===== src/rtl/jk_counter_reg_pkg.sv =====
// Shared constants for the JK counter register: operating modes and the
// {j,k} encodings understood by each JK cell.
package jk_counter_reg_pkg;

    // mode_i encodings
    localparam logic [1:0] MODE_JK = 2'b00;
    localparam logic [1:0] MODE_UP = 2'b01;
    localparam logic [1:0] MODE_DN = 2'b10;
    localparam logic [1:0] MODE_LD = 2'b11;

    // {j,k} encodings for a single JK cell
    localparam logic [1:0] JK_HOLD = 2'b00;
    localparam logic [1:0] JK_CLR  = 2'b01;
    localparam logic [1:0] JK_SET  = 2'b10;
    localparam logic [1:0] JK_TGL  = 2'b11;

endpackage


===== src/rtl/jk_counter_reg_jk_cell.sv =====
// Single-bit JK flip-flop with asynchronous active-high reset to RST_BIT.
module jk_cell
    import jk_counter_reg_pkg::*;
#(
    parameter logic RST_BIT = 1'b0
) (
    input  logic clk_i,
    input  logic rst_i,
    input  logic j_i,
    input  logic k_i,
    output logic q_o
);

    // JK state update: hold / clear / set / toggle
    always_ff @(posedge clk_i or posedge rst_i) begin
        if (rst_i) begin
            q_o <= RST_BIT;
        end else begin
            case ({j_i, k_i})
                JK_HOLD: q_o <= q_o;
                JK_CLR:  q_o <= 1'b0;
                JK_SET:  q_o <= 1'b1;
                JK_TGL:  q_o <= ~q_o;
            endcase
        end
    end

endmodule


===== src/rtl/jk_counter_reg.sv =====
// WIDTH-bit register of JK cells usable as a plain JK register or as a
// modulo-MODULUS up/down counter with saturating parallel load, sync clear,
// enable, combinational terminal count and a registered wrap pulse.
// In the counting/load modes each cell is forced to the next value by
// driving j=n[b], k=~n[b]; clear drives j=0,k=1 and hold drives j=k=0.
module jk_counter_reg
    import jk_counter_reg_pkg::*;
#(
    parameter int WIDTH   = 4,
    parameter int MODULUS = 16,
    parameter int RST_VAL = 0
) (
    input  logic             clk_i,
    input  logic             rst_i,
    input  logic             en_i,
    input  logic             clr_i,
    input  logic [1:0]       mode_i,
    input  logic [WIDTH-1:0] j_i,
    input  logic [WIDTH-1:0] k_i,
    input  logic [WIDTH-1:0] d_i,
    output logic [WIDTH-1:0] q_o,
    output logic [WIDTH-1:0] qn_o,
    output logic             tc_o,
    output logic             wrap_o
);

    // Largest in-range count; fits WIDTH bits even when MODULUS == 2**WIDTH.
    localparam logic [WIDTH-1:0] MAX_VAL = WIDTH'(MODULUS - 1);
    localparam logic [WIDTH-1:0] RST_V   = WIDTH'(RST_VAL);

    logic [WIDTH-1:0] q;
    logic [WIDTH-1:0] nxt;
    logic             wrap_nxt;
    logic [WIDTH-1:0] j_drv;
    logic [WIDTH-1:0] k_drv;

    // Next count value and wrap indication for the non-JK modes
    always_comb begin
        nxt      = q;
        wrap_nxt = 1'b0;
        case (mode_i)
            MODE_UP: begin
                if (q >= MAX_VAL) begin
                    nxt      = '0;
                    wrap_nxt = 1'b1;
                end else begin
                    nxt = q + WIDTH'(1);
                end
            end
            MODE_DN: begin
                if (q == '0) begin
                    nxt      = MAX_VAL;
                    wrap_nxt = 1'b1;
                end else if (q > MAX_VAL) begin
                    // out-of-range value re-enters at the top; not a wrap
                    nxt = MAX_VAL;
                end else begin
                    nxt = q - WIDTH'(1);
                end
            end
            MODE_LD: begin
                nxt = (d_i > MAX_VAL) ? MAX_VAL : d_i;
            end
            default: begin
                nxt = q;
            end
        endcase
    end

    // Per-cell J/K drive: clear beats enable, enable beats mode
    always_comb begin
        j_drv = '0;
        k_drv = '0;
        if (clr_i) begin
            j_drv = '0;
            k_drv = '1;
        end else if (!en_i) begin
            j_drv = '0;
            k_drv = '0;
        end else if (mode_i == MODE_JK) begin
            j_drv = j_i;
            k_drv = k_i;
        end else begin
            j_drv = nxt;
            k_drv = ~nxt;
        end
    end

    for (genvar b = 0; b < WIDTH; b++) begin : g_cell
        jk_cell #(
            .RST_BIT (RST_V[b])
        ) u_cell (
            .clk_i (clk_i),
            .rst_i (rst_i),
            .j_i   (j_drv[b]),
            .k_i   (k_drv[b]),
            .q_o   (q[b])
        );
    end

    // One-cycle wrap pulse following a wrapping edge
    always_ff @(posedge clk_i or posedge rst_i) begin
        if (rst_i) begin
            wrap_o <= 1'b0;
        end else begin
            wrap_o <= wrap_nxt && en_i && !clr_i;
        end
    end

    // Terminal count reflects the pending wrap for the current mode only
    always_comb begin
        tc_o = ((mode_i == MODE_UP) && (q >= MAX_VAL)) ||
               ((mode_i == MODE_DN) && (q == '0));
    end

    assign q_o  = q;
    assign qn_o = ~q;

endmodule


===== config.mk =====
export PLATFORM = sky130hd
export DESIGN_NAME = jk_counter_reg
export DESIGN_NICKNAME = d
export VERILOG_FILES = /design/src/rtl/jk_counter_reg_pkg.sv /design/src/rtl/jk_counter_reg_jk_cell.sv /design/src/rtl/jk_counter_reg.sv
export SDC_FILE = /design/constraint.sdc
export NUM_CORES = 1
export LEC_CHECK = 0
export BUFFER_PORTS_ARGS = -buffer_cell sky130_fd_sc_hd__clkbuf_2
export CORE_UTILIZATION = 44
export DETAILED_ROUTE_END_ITERATION = 10
export GPL_TIMING_DRIVEN = 0
export PLACE_DENSITY = 0.82
export SLEW_MARGIN = 20
export SYNTH_ARGS = -nofsm -noshare
export SYNTH_HDL_FRONTEND = slang
export SYNTH_SLANG_ARGS = --single-unit
export TNS_END_PERCENT = 5

===== constraint.sdc =====
create_clock -name clk_i -period 1.9 [get_ports clk_i]
set_input_delay 0.19 -clock clk_i [delete_from_list [all_inputs] [get_ports clk_i]]
set_output_delay 0.19 -clock clk_i [all_outputs]
set_load 0.05 [all_outputs]

; ---- Word level (Yosys, flattened, before mapping)
; Index checks and enable logic that the tools add are counted.
[totals]
output_inout_bits = 10
inputBits = 18
word_cells = 61
register_bits = 5
[classes]
reduce_logical = 12
muxes = 18
n_lt_le_gt_ge = 3
eq_ne = 15
bitwise = 6
add_sub_neg = 2
[op_table]
columns = cell, count
row1 = 2-to-1 mux 4 bit, 10
row2 = "== test 2 bit, second input constant", 10
row3 = one-hot mux 1 bit (3 select lines), 4
row4 = one-hot mux 4 bit (3 select lines), 1
row5 = "== test 2 x 1 -> 1 bit, second input constant", 5
row6 = zero test 2 bit, 5
row7 = "> comparator 4 bit, second input constant", 2
row8 = inverter 4 bit, 2
row9 = "adder 4 x 1 -> 4 bit, second input constant", 1
row10 = ">= comparator 4 bit, second input constant", 1
row11 = logical AND 1 bit, 4
row12 = zero test 4 bit, 1
row13 = inverter 1 bit, 4
row14 = "subtractor 4 x 1 -> 4 bit, second input constant", 1
row15 = 2-to-1 mux 1 bit, 2
row16 = one-hot mux 1 bit (2 select lines), 1
row17 = zero test 1 bit, 1
row18 = logical OR 1 bit, 1

; ---- Longest topological paths before layout
; Gate-level depths: netlist of run 1.
[depth]
ltp_word = 10
mapped_depth = 7
ltp_nobuf = 6

; ---- Modules after synthesis
; A second synthesis of run 1 with hierarchy kept.
[unflattened]
cells_unflattened = 69
area_unflattened_um2 = 593.1
[modules_own_cells]
columns = mod, instances, area_each_um2, cells_each, seq_area_each_um2
row1 = jk_counter_reg, 1, 442.9, 53, 25.0
row2 = jk_cell, 4, 37.5, 4, 25.0

; ---- Least setup slack after synthesis of run 1
; No wires, ideal clock.
[synth_timing]
kind = register to register
startpoint = reg g_cell[0].u_cell.q_o
endpoint = reg wrap_o
synth_period_minus_slack_ns = 2.304
stages_incl_launch_ff = 6
t_arrival_ns = 2.234
setup_ns = 0.070
required_time_ns = 1.830
path_buffers = 0
slack_ns = -0.404
cell_sequence = dfrtp_1 inv_1 ha_1 nand3b_4 o21ai_1 and4b_1
[synth_between]
elab_chain_cells = 5
elab_cells_between_ends = 7
cone_classes = 1 x order compare / 3 x mux / 3 x reduce/logical
[synth_lines]
columns = item, line_no
row1 = from (decl), jk_counter_reg_jk_cell.sv:11  ; output logic q_o
row2 = from (signal assigned), jk_counter_reg_jk_cell.sv:20  ; JK_HOLD: q_o <= q_o;
row3 = from (signal assigned), jk_counter_reg_jk_cell.sv:23  ; JK_TGL: q_o <= ~q_o;
row4 = >= comparator 4 bit / zero test 4 bit (equally long branches), "jk_counter_reg.sv:43, jk_counter_reg.sv:51"
row5 = 2-to-1 mux 1 bit (on tied branches), "jk_counter_reg.sv:43, jk_counter_reg.sv:51"
row6 = one-hot mux 1 bit (2 select lines) *, jk_counter_reg.sv:41  ; case (mode_i)
row7 = logical AND 1 bit * (2 in a row), jk_counter_reg.sv:106  ; wrap_o <= wrap_nxt && en_i && !clr_i;
row8 = to (signal assigned), jk_counter_reg.sv:106
row9 = to (decl), jk_counter_reg.sv:24  ; output logic wrap_o
; Every way passes the cells marked *; elsewhere a longest branch is shown, timed or not.
; A chain may end at the register's enable or synchronous reset.

; ---- Worst setup path after layout of run 1
[layout_timing]
startpoint = reg g_cell[0].u_cell.q_o
endpoint = out tc_o
[layout_between]
elab_chain_cells = 3
elab_cells_between_ends = 5
cone_classes = 1 x order compare / 4 x reduce/logical
[layout_lines]
columns = item, line_no
row1 = >= comparator 4 bit / zero test 4 bit (equally long branches), "jk_counter_reg.sv:112, jk_counter_reg.sv:113"
row2 = logical AND 1 bit (on tied branches), "jk_counter_reg.sv:112, jk_counter_reg.sv:113"
row3 = logical OR 1 bit *, jk_counter_reg.sv:112  ; tc_o = ((mode_i == MODE_UP) && (q >= MAX_VAL)) ||
row4 = to (decl), jk_counter_reg.sv:23  ; output logic tc_o,
; Marked as above.

==> run_results.csv, run 1 <==
group,metric,value,unit
routing,dr.pass1.iters,4,
synth,ys_seq_elements,5,
power_and_ir_drop,pwr_density_cell,597,nW/um^2
critical_path,critPathArrivalTime,1610,ps
floorplanning,ios,28,
clock_network,clock_sinks,5,
synth,avgSynthCellArea,8.60,sq um
routing,vias,640,
layout,antennaDiodeCount,0,
sta,tns,0,ps
sta,maxSlewHeadroom,81.0,%
synth,syn_area,593,sq um
routing,ant_nets,0,
sta,tightestPinTransition,286,ps
sta,finalSetupViolations,0,
routing,wire_per_inst,14.1,um
floorplanning,die_w,38.7,um
synth,yosysSeqAreaShare,21.1,%
worst_hold_path,worstHoldPathType,"in2reg",
routing,viasPerCell,5.61,
global_routing,grt_pass1_wl,2570,um
power_and_ir_drop,leakagePower,0.419,nW
synth,syn_nets,93,
sta,slew_violations,0,
clock_network,numCtsBuffers,3,
sta,period_share,94.6,%
critical_path,critical_path_class,"reg2out",
critical_path,required,1710,ps
routing,wirelength,1600,um
place,io_buffers,26,
synth,postSynthCellCount,69,
global_routing,grt_max_degree,11,
clock_network,cts-htree-levels,1,
critical_path,worstSetupStartpointType,"register",
global_routing,grt_pass1_vias,610,
routing,drc,0,
synth,ys_warn_count,0,
clock_network,clock_path_buffers,2,
layout,syn2layout_area_growth,33.8,%
floorplanning,coreArea,1170,sq um
clock_network,worstSkewPairLatency,240,ps
clock_network,cts_tree,"built",
sta,rsz0062_at_grt,"no",
power_and_ir_drop,vdd_drop_max,0.000196,V
layout,fillers,104,
layout,layout.nets,125,
layout,drive_above_1_share,44.0,%
floorplanning,start_util,50.6,%
place,gp_congestion,0.875,
layout,seq_area,128,sq um
sta,finalHoldViolCount,0,
routing,drt_iter0_drc,25,
sta,fmax,557,MHz
floorplanning,die-area,1500,sq um
clock_network,post_cts_buffers,0,
global_routing,antenna_found_initial,0,
sta,clock_skew,2.08,ps
layout,multi_input_area,374,sq um
global_routing,grt_overflow_total,0,
outcome,outcome,"finished, final reports clean",
sta,period_minus_slack,1800,ps
place,hpwl,1280,um
job,maxCapViolCount,0,
clock_network,clk_pin_slew_worst_paths,40,ps
power_and_ir_drop,total_power,0.000473,W
clock_network,clock-root-buffer,"clkbuf_4",
critical_path,cp_max_fo,9,
critical_path,endpoint_kind,"output pin",
floorplanning,num_rows,12,
floorplanning,die_h,38.7,um
synth,yosysUniqueCellTypes,30,
global_routing,grt_usage,25.1,%
-- placed cells by master (no fill, tap or decap), types with 2 or more instances in the layout --
| master | instances |
|---|---|
| clkbuf_4 | 4 |
| buf_6 | 2 |
| inv_1 | 9 |
| a221oi_1 | 2 |
| dfrtp_2 | 2 |
| nor2_1 | 2 |
| a21oi_1 | 6 |
| buf_4 | 5 |
| nand4_1 | 2 |
| nand2_1 | 2 |
| a31oi_1 | 2 |
| o21ai_1 | 3 |
| clkbuf_2 | 25 |
| ha_1 | 6 |
| o21ai_0 | 5 |
| dfrtp_1 | 3 |
-- stage by stage --
step / utilization (%) / instances / worst slack (ps) / hold slack (ps) / instance area [sq um]
final: 67.7 / 114 / 103 / 213 / 793
after global routing: 67.7 / 114 / 1.65 / 218 / 793
after CTS: 67.3 / 114 / 9.76 / 196 / 788
after detailed placement: 64.2 / 109 / 208 / 74.6 / 752
after global placement: 64.2 / 109 / 206 / 66.4 / 752
after floorplan: - / 69 / 35.9 / -31.5 / 604
-- logic make-up (layout without fill, tap and decap cells) --
family,count (synthesis),after routing,synth area share (%)
DFF,5,5,21.1
and+or+nand+nor,11,11,12.9
muxes,1,1,1.69
AOI/OAI and AO/OA,27,27,32.5
xor gates and xnor gates,1,1,1.48
buffers and inverters,18,49,17.7
adders and majority gates,6,6,12.7
-- final cells by class --
cell class	instances	share of cell area, %
timing repair buffer	27	18.0
tap	14	2.21
sequential	5	16.1
multi-input combinational	46	47.2
inverter	10	5.05
clock buffer	4	3.31
buffer	8	8.20
-- critical path, cell delays in order (launching register included) --
cell	delay, ps
dfrtp_2	460
inv_1	140
ha_1	260
nand3b_4	110
o21ai_4	140
clkbuf_4	240
-- flip-flops by register name, summed over array words and instances, names as in the netlist --
register and count:
g_cell.u_cell.q_o 4, wrap_o 1
-- Yosys cell counts --
library cell	count	share of area, %
nand3b_4	1	3.4
ha_1	6	13
o21ai_1	4	3.4
a32o_1	1	1.7
a21oi_1	6	5.1
a41o_1	1	1.7
nand4_1	2	2.1
buf_6	2	3.8
buf_4	5	6.3
a22o_1	1	1.5
o41ai_2	1	2.7
nand3b_1	1	1.3
o221a_1	1	1.9
mux2i_1	1	1.7
nand3_1	1	0.84
o2111ai_1	1	1.5
o21ai_0	5	4.2
inv_4	1	1.1
and4b_1	1	1.7
nor2_1	2	1.3
nand2_1	2	1.3
xnor2_1	1	1.5
dfrtp_1	5	21
a31oi_1	2	2.1
o21bai_1	1	1.3
and3_1	1	1.1
inv_1	9	5.7
buf_2	1	0.84
a221oi_1	2	3.0
a221oi_2	1	2.5
-- path summary, 6_finish.rpt --
| path | from | end | slack [ps] | cells after the start |
|---|---|---|---|---|
| max | g_cell[0].u_cell.q_o | tc_o | 100 | 5 |
| min | clr_i | g_cell[1].u_cell.q_o | 210 | 2 |
| max reg2reg | g_cell[0].u_cell.q_o | g_cell[1].u_cell.q_o | 290 | 5 |
| min reg2reg | g_cell[2].u_cell.q_o | g_cell[2].u_cell.q_o | 680 | 2 |
| max in group asynchronous | rst_i | g_cell[1].u_cell.q_o | 1350 | 3 |
| min in group asynchronous | rst_i | g_cell[2].u_cell.q_o | 370 | 3 |
-- per-layer routing --
layer | vias to the layer above | share of wire (%) | global-route usage [%] | routed length (um)
met5 | - | 0 | 0 | 0
met4 | 0 | 0 | 12.1 | 0
met3 | 0 | 6.6 | 1.73 | 105
met2 | 38 | 53 | 47.5 | 848
met1 | 291 | 41 | 27.4 | 650
li1 | 311 | - | - | -
-- repair_timing --
action	in CTS	in global routing
hold buffers	1	0
gates resized for setup	0	4
endpoints found under the setup margin	0	1
hold endpoints to repair	5	0
-- where the power goes --
| part | internal (W) | total [W] | switching, W |
|---|---|---|---|
| combinational | 0.0000830 | 0.000222 | 0.000139 |
| sequential | 0.000115 | 0.000128 | 0.0000129 |
| clock | 0.0000794 | 0.000124 | 0.0000441 |
Power figures use the tool's default switching activity.
==> run 2, diff against run 1 <==
CTS_CLUSTER_DIAMETER = 150   (was unset)
PLACE_DENSITY = unset   (was 0.82)
PLACE_DENSITY_LB_ADDON = 0.12   (was unset)
==> run 2 against run 1 <==
Worst setup slack worse by 16 ps; core utilization shrank 0.11 points; critical path depth unchanged; flip-flop and latch count stayed put; maximum frequency is 0.89% lower; sequential share of layout area fell by 0.13 points; die area is the same; clock-buffer cell count unchanged.
==> run_results.csv, run 2 (synthesized netlist as in run 1, its figures left out) <==
group,metric,value,unit
outcome,outcome,"finished, final reports clean",
job,maxCapViolCount,0,
global_routing,grt_pass1_wl,2420,um
floorplanning,coreArea,1170,sq um
floorplanning,die_h,38.7,um
critical_path,crit_start,"g_cell[1].u_cell.q_o",
sta,fmax,552,MHz
global_routing,grt_max_degree,11,
layout,antennaDiodeCount,0,
sta,tightestPinTransition,288,ps
clock_network,clock_sinks,5,
sta,tns,0,ps
critical_path,critical_path_class,"reg2out",
routing,drc,0,
floorplanning,die-area,1500,sq um
critical_path,crit_chain,"inv_1 -> ha_1 -> nand3b_4 -> o21ai_4 -> clkbuf_4",
clock_network,clock_path_buffers,2,
sta,slew_violations,0,
critical_path,rr_worst_depth,6,
place,place_ws,255,ps
power_and_ir_drop,vdd_drop_max,0.000624,V
clock_network,clk_pin_slew_worst_paths,40,ps
sta,period_minus_slack,1810,ps
critical_path,worstSetupPathDepth,5,
power_and_ir_drop,pwr_density_cell,594,nW/um^2
place,io_buffers,26,
routing,vias,624,
clock_network,post_cts_buffers,0,
layout,fin_cells,114,
routing,viasPerCell,5.47,
sta,rsz0062_at_grt,"no",
clock_network,numCtsBuffers,3,
worst_hold_path,worstHoldPathType,"in2reg",
critical_path,crit_buf_inv,2,
critical_path,rr_endpoint,"g_cell[3].u_cell.q_o",
critical_path,r2r_start,"g_cell[1].u_cell.q_o",
layout,reg.largest.list,"g_cell.u_cell.q_o x4, wrap_o x1",
critical_path,worst_path_max_delay_cell,"dfrtp_1",
layout,layout.nets,125,
worst_hold_path,whs_path_depth,2,
clock_network,cts-htree-levels,1,
routing,drt_iter0_drc,14,
critical_path,path_delay_family,"flip-flops",
floorplanning,ios,28,
critical_path,r2r_slack,270,ps
routing,wirelength,1410,um
clock_network,clock-root-buffer,"clkbuf_4",
sta,finalHoldViolCount,0,
worst_hold_path,min_from,"clr_i",
layout,syn2layout_area_growth,33.5,%
sta,clock_skew,4.29,ps
layout,seq_area,126,sq um
routing,wire_per_inst,12.4,um
layout,drive_above_1_share,43.0,%
critical_path,worstSetupStartpointType,"register",
floorplanning,die_w,38.7,um
critical_path,slowest_delay,470,ps
sta,maxSlewHeadroom,80.8,%
critical_path,endpoint_kind,"output pin",
floorplanning,num_rows,12,
layout,top_register,"g_cell.u_cell.q_o",
sta,holdWs,178,ps
layout,largest_reg_flops,4,
place,gp_congestion,0.790,
layout,fillers,106,
power_and_ir_drop,leakagePower,0.420,nW
place,hpwl,1100,um
worst_hold_path,hold-path-endpoint,"g_cell[1].u_cell.q_o",
clock_network,cts_tree,"built",
critical_path,cp_max_fo,8,
layout,final_common_cell,"clkbuf_2",
critical_path,required,1710,ps
routing,ant_nets,0,
routing,dr.pass1.iters,4,
sta,finalSetupViolations,0,
layout,multi_input_area,374,sq um
power_and_ir_drop,total_power,0.000470,W
place,dp_cells,109,
global_routing,grt_overflow_total,0,
critical_path,critPathArrivalTime,1620,ps
global_routing,antenna_found_initial,0,
layout,final_cell_mix,"clkbuf_2 (25), inv_1 (9), a21oi_1 (6), ha_1 (6)",
clock_network,worstSkewPairLatency,250,ps
global_routing,grt_usage,23.2,%
sta,period_share,95.4,%
global_routing,grt_pass1_vias,567,
floorplanning,start_util,50.6,%
sta,setup_ws,87.2,ps
==> run 2: changes by cell type in the layout (fill, tap and decap cells not counted) <==
cell	before	now
dfrtp_1	3	4
dfrtp_2	2	1
==> run 2: timing repair <==
item / in CTS / in global routing
endpoints found under the setup margin: 0 / 1
resized for setup: 0 / 3
hold buffers: 1 / 0
hold endpoints to repair: 5 / 0
==> run 2: metrics by stage <==
| stage | utilization, % | area [sq um] |
|---|---|---|
| floorplan | - | 604 |
| finish | 67.6 | 792 |
| global route | 67.6 | 792 |
| CTS | 67.3 | 788 |
| detailed placement | 64.2 | 752 |
| global placement | 64.2 | 752 |
==> run 2: area by class of cell <==
| cell class | count | share of cell area [%] |
|---|---|---|
| Buffer | 8 | 8.21 |
| Clock buffer | 4 | 3.32 |
| Inverter | 10 | 5.06 |
| Timing Repair Buffer | 27 | 18.0 |
| Tap cell | 14 | 2.21 |
| Multi-Input combinational cell | 46 | 47.2 |
| Sequential cell | 5 | 16.0 |
==> run 2: worst register-to-register path: stages, from the launching register on <==
cell and delay (ps):
dfrtp_1 500, inv_1 140, ha_1 250, o21bai_1 170, a21oi_1 150, o21ai_1 80, o221a_1 220
==> run 2: layer usage <==
layer,routed length [um],track usage [%],vias up
met5,0,0,-
li1,-,-,313
met2,655,37.1,27
met3,106,7.51,0
met1,648,31.2,284
met4,0,2.59,0
==> run 2: worst max-delay path by stage <==
stage,slack (ps),to
5_1_grt,10,tc_o
6_report,90,tc_o
4_1_cts,30,tc_o
2_1_floorplan,40,wrap_o
3_3_place_gp,240,g_cell[1].u_cell.q_o
3_5_place_dp,260,g_cell[1].u_cell.q_o
==> run 2: power breakdown <==
group	leakage (nW)	internal [W]	total [W]	switching [W]
combinational	0.340	0.0000829	0.000218	0.000136
sequential	0.0655	0.000115	0.000127	0.0000119
clock	0.0150	0.0000795	0.000125	0.0000454
==> run 3, diff against run 2 <==
BUFFER_PORTS_ARGS = unset   (was -buffer_cell sky130_fd_sc_hd__clkbuf_2)
CORE_UTILIZATION = 45   (was 44)
DONT_BUFFER_PORTS = 1   (was unset)
==> run 3 against run 2 <==
Clock power decreased by 6%; clock skew about the same; first-iteration DRC count increased by 50%; critical endpoint unchanged; combinational power decreased by 3%; routed wire length decreased by 1.1%; clock-buffer cell count unchanged; largest power group unchanged; flip-flop and latch count unchanged; via count decreased by 11%; worst setup slack improved by 0.92 ps; register-to-register slack got worse by 110 ps; sequential power about the same.
==> run_results.csv, run 3 (synthesized netlist as in run 1, its figures left out) <==
group,metric,value,unit
routing,ant_nets,0,
clock_network,clock_path_buffers,2,
power_and_ir_drop,total_power,0.000455,W
sta,tightestPinTransition,514,ps
routing,wire_per_inst,15.2,um
global_routing,busiest_layer,"met2",
layout,final_cell_mix,"buf_4 (9), inv_1 (7), a21oi_1 (6)",
sta,fmax,552,MHz
power_and_ir_drop,leakagePower,0.327,nW
clock_network,cts-htree-levels,1,
layout,fin_cells,92,
sta,clock_skew,4.41,ps
critical_path,critical_path_class,"reg2out",
sta,maxSlewHeadroom,65.7,%
sta,period_minus_slack,1810,ps
global_routing,grt_util_met1,29.7,%
critical_path,r2r_slack,160,ps
layout,top_register,"g_cell.u_cell.q_o",
routing,viasPerCell,6.02,
global_routing,grt_pass1_wl,2060,um
place,dp_cells,83,
global_routing,grt_overflow_total,0,
sta,setup_ws,88.1,ps
routing,drc,0,
floorplanning,ios,28,
sta,finalHoldViolCount,0,
critical_path,crit_start,"g_cell[0].u_cell.q_o",
global_routing,use_met2,30.5,%
global_routing,antenna_found_initial,0,
layout,utilization,60.7,%
critical_path,worstSetupStartpointType,"register",
clock_network,worstSkewPairLatency,240,ps
outcome,outcome,"finished, final reports clean",
critical_path,critPathArrivalTime,1620,ps
floorplanning,die_w,38.3,um
place,io_buffers,0,
routing,vias,554,
critical_path,cp_max_fo,4,
routing,dr.pass1.iters,4,
critical_path,r2r_start,"g_cell[0].u_cell.q_o",
floorplanning,coreArea,1170,sq um
floorplanning,num_rows,12,
sta,finalSetupViolations,0,
layout,syn2layout_area_growth,19.8,%
job,maxCapViolCount,0,
critical_path,required,1710,ps
place,gp_congestion,0.741,
layout,antennaDiodeCount,0,
power_and_ir_drop,pwr_density_cell,640,nW/um^2
critical_path,endpoint_kind,"output pin",
layout,fillers,114,
layout,reg.largest.list,"g_cell.u_cell.q_o x4, wrap_o x1",
clock_network,cts_tree,"built",
floorplanning,die-area,1470,sq um
clock_network,clock-root-buffer,"clkbuf_4",
routing,wirelength,1390,um
floorplanning,start_util,50.6,%
sta,slew_violations,0,
routing,drt_iter0_drc,21,
power_and_ir_drop,vdd_drop_max,0.000551,V
clock_network,clock_sinks,5,
clock_network,clk_pin_slew_worst_paths,40,ps
place,place_ws,-116,ps
sta,period_share,95.4,%
global_routing,gr-usage-met3,9.88,%
global_routing,grt_pass1_vias,494,
layout,drive_above_1_share,32.1,%
layout,layout.nets,103,
floorplanning,die_h,38.3,um
layout,largest_reg_flops,4,
sta,rsz0062_at_grt,"no",
worst_hold_path,worstHoldPathType,"in2reg",
place,hpwl,1010,um
layout,final_common_cell,"buf_4",
global_routing,grt_max_degree,11,
global_routing,grt_usage,20.9,%
clock_network,numCtsBuffers,3,
worst_hold_path,min_from,"clr_i",
[run 3: cell types whose count changed in the layout (fill, tap and decap cells not counted), moves of 2 or more]
cell / change
buf_4: +4
inv_1: -2
clkinvlp_4: +2
clkbuf_2: -25
[run 3: report_power, final]
group	total [W]	switching, W	internal, W
Clock	0.000118	0.0000391	0.0000791
Combinational	0.000211	0.000136	0.0000758
Sequential	0.000125	0.00000964	0.000115
[run 3: worst paths after layout]
path | to | depth (start not counted)
worst max-delay path | tc_o | 4
worst min-delay path | g_cell[1].u_cell.q_o | 1
worst min register to register | g_cell[0].u_cell.q_o | 2
min in group asynchronous | g_cell[2].u_cell.q_o | 2
worst max register to register | g_cell[1].u_cell.q_o | 5
max in group asynchronous | g_cell[0].u_cell.q_o | 2
[run 3: worst max-delay path, stage by stage (launching register included)]
cell        delay, ps
dfrtp_2           430
clkinvlp_4        260
ha_4              200
nand3b_4          100
o21ai_4           400
[run 3: cell type report]
| class | instances | area [sq um] | share of cell area (%) |
|---|---|---|---|
| multi-input cells | 46 | 387 | 54.4 |
| flip-flops and latches | 5 | 128 | 18.0 |
| plain buffers | 8 | 65.1 | 9.15 |
| inverters | 10 | 47.5 | 6.69 |
| repair buffers | 5 | 40.0 | 5.63 |
| clock buffers | 4 | 26.3 | 3.70 |
| well taps | 14 | 17.5 | 2.46 |
[run 3: routing by layer]
| layer | routed length, um | share of wire [%] | vias to the layer above |
|---|---|---|---|
| li1 | - | - | 269 |
| met1 | 622 | 45 | 249 |
| met2 | 612 | 44 | 36 |
| met3 | 159 | 11 | 0 |
| met4 | 0 | 0 | 0 |
| met5 | 0 | 0 | - |
[run 3: repair_timing]
action                                  4_1_cts  5_1_grt
gates resized for setup                       4        2
endpoints found under the setup margin        5        3
hold endpoints to repair                      5        0
hold buffers                                  1        0
setup buffers                                 0        4
pin swaps                                     0        1
[run 3: per-stage QoR]
| stage | TNS [ps] | hold WS [ps] | instance area, sq um |
|---|---|---|---|
| 3_5_place_dp | -146 | -14.0 | 622 |
| 3_3_place_gp | -162 | -18.6 | 622 |
| 5_1_grt | 0 | 16.3 | 711 |
| 4_1_cts | -17.5 | 18.0 | 668 |
| 2_1_floorplan | 0 | -31.5 | 604 |
| 6_report | 0 | 26.0 | 711 |
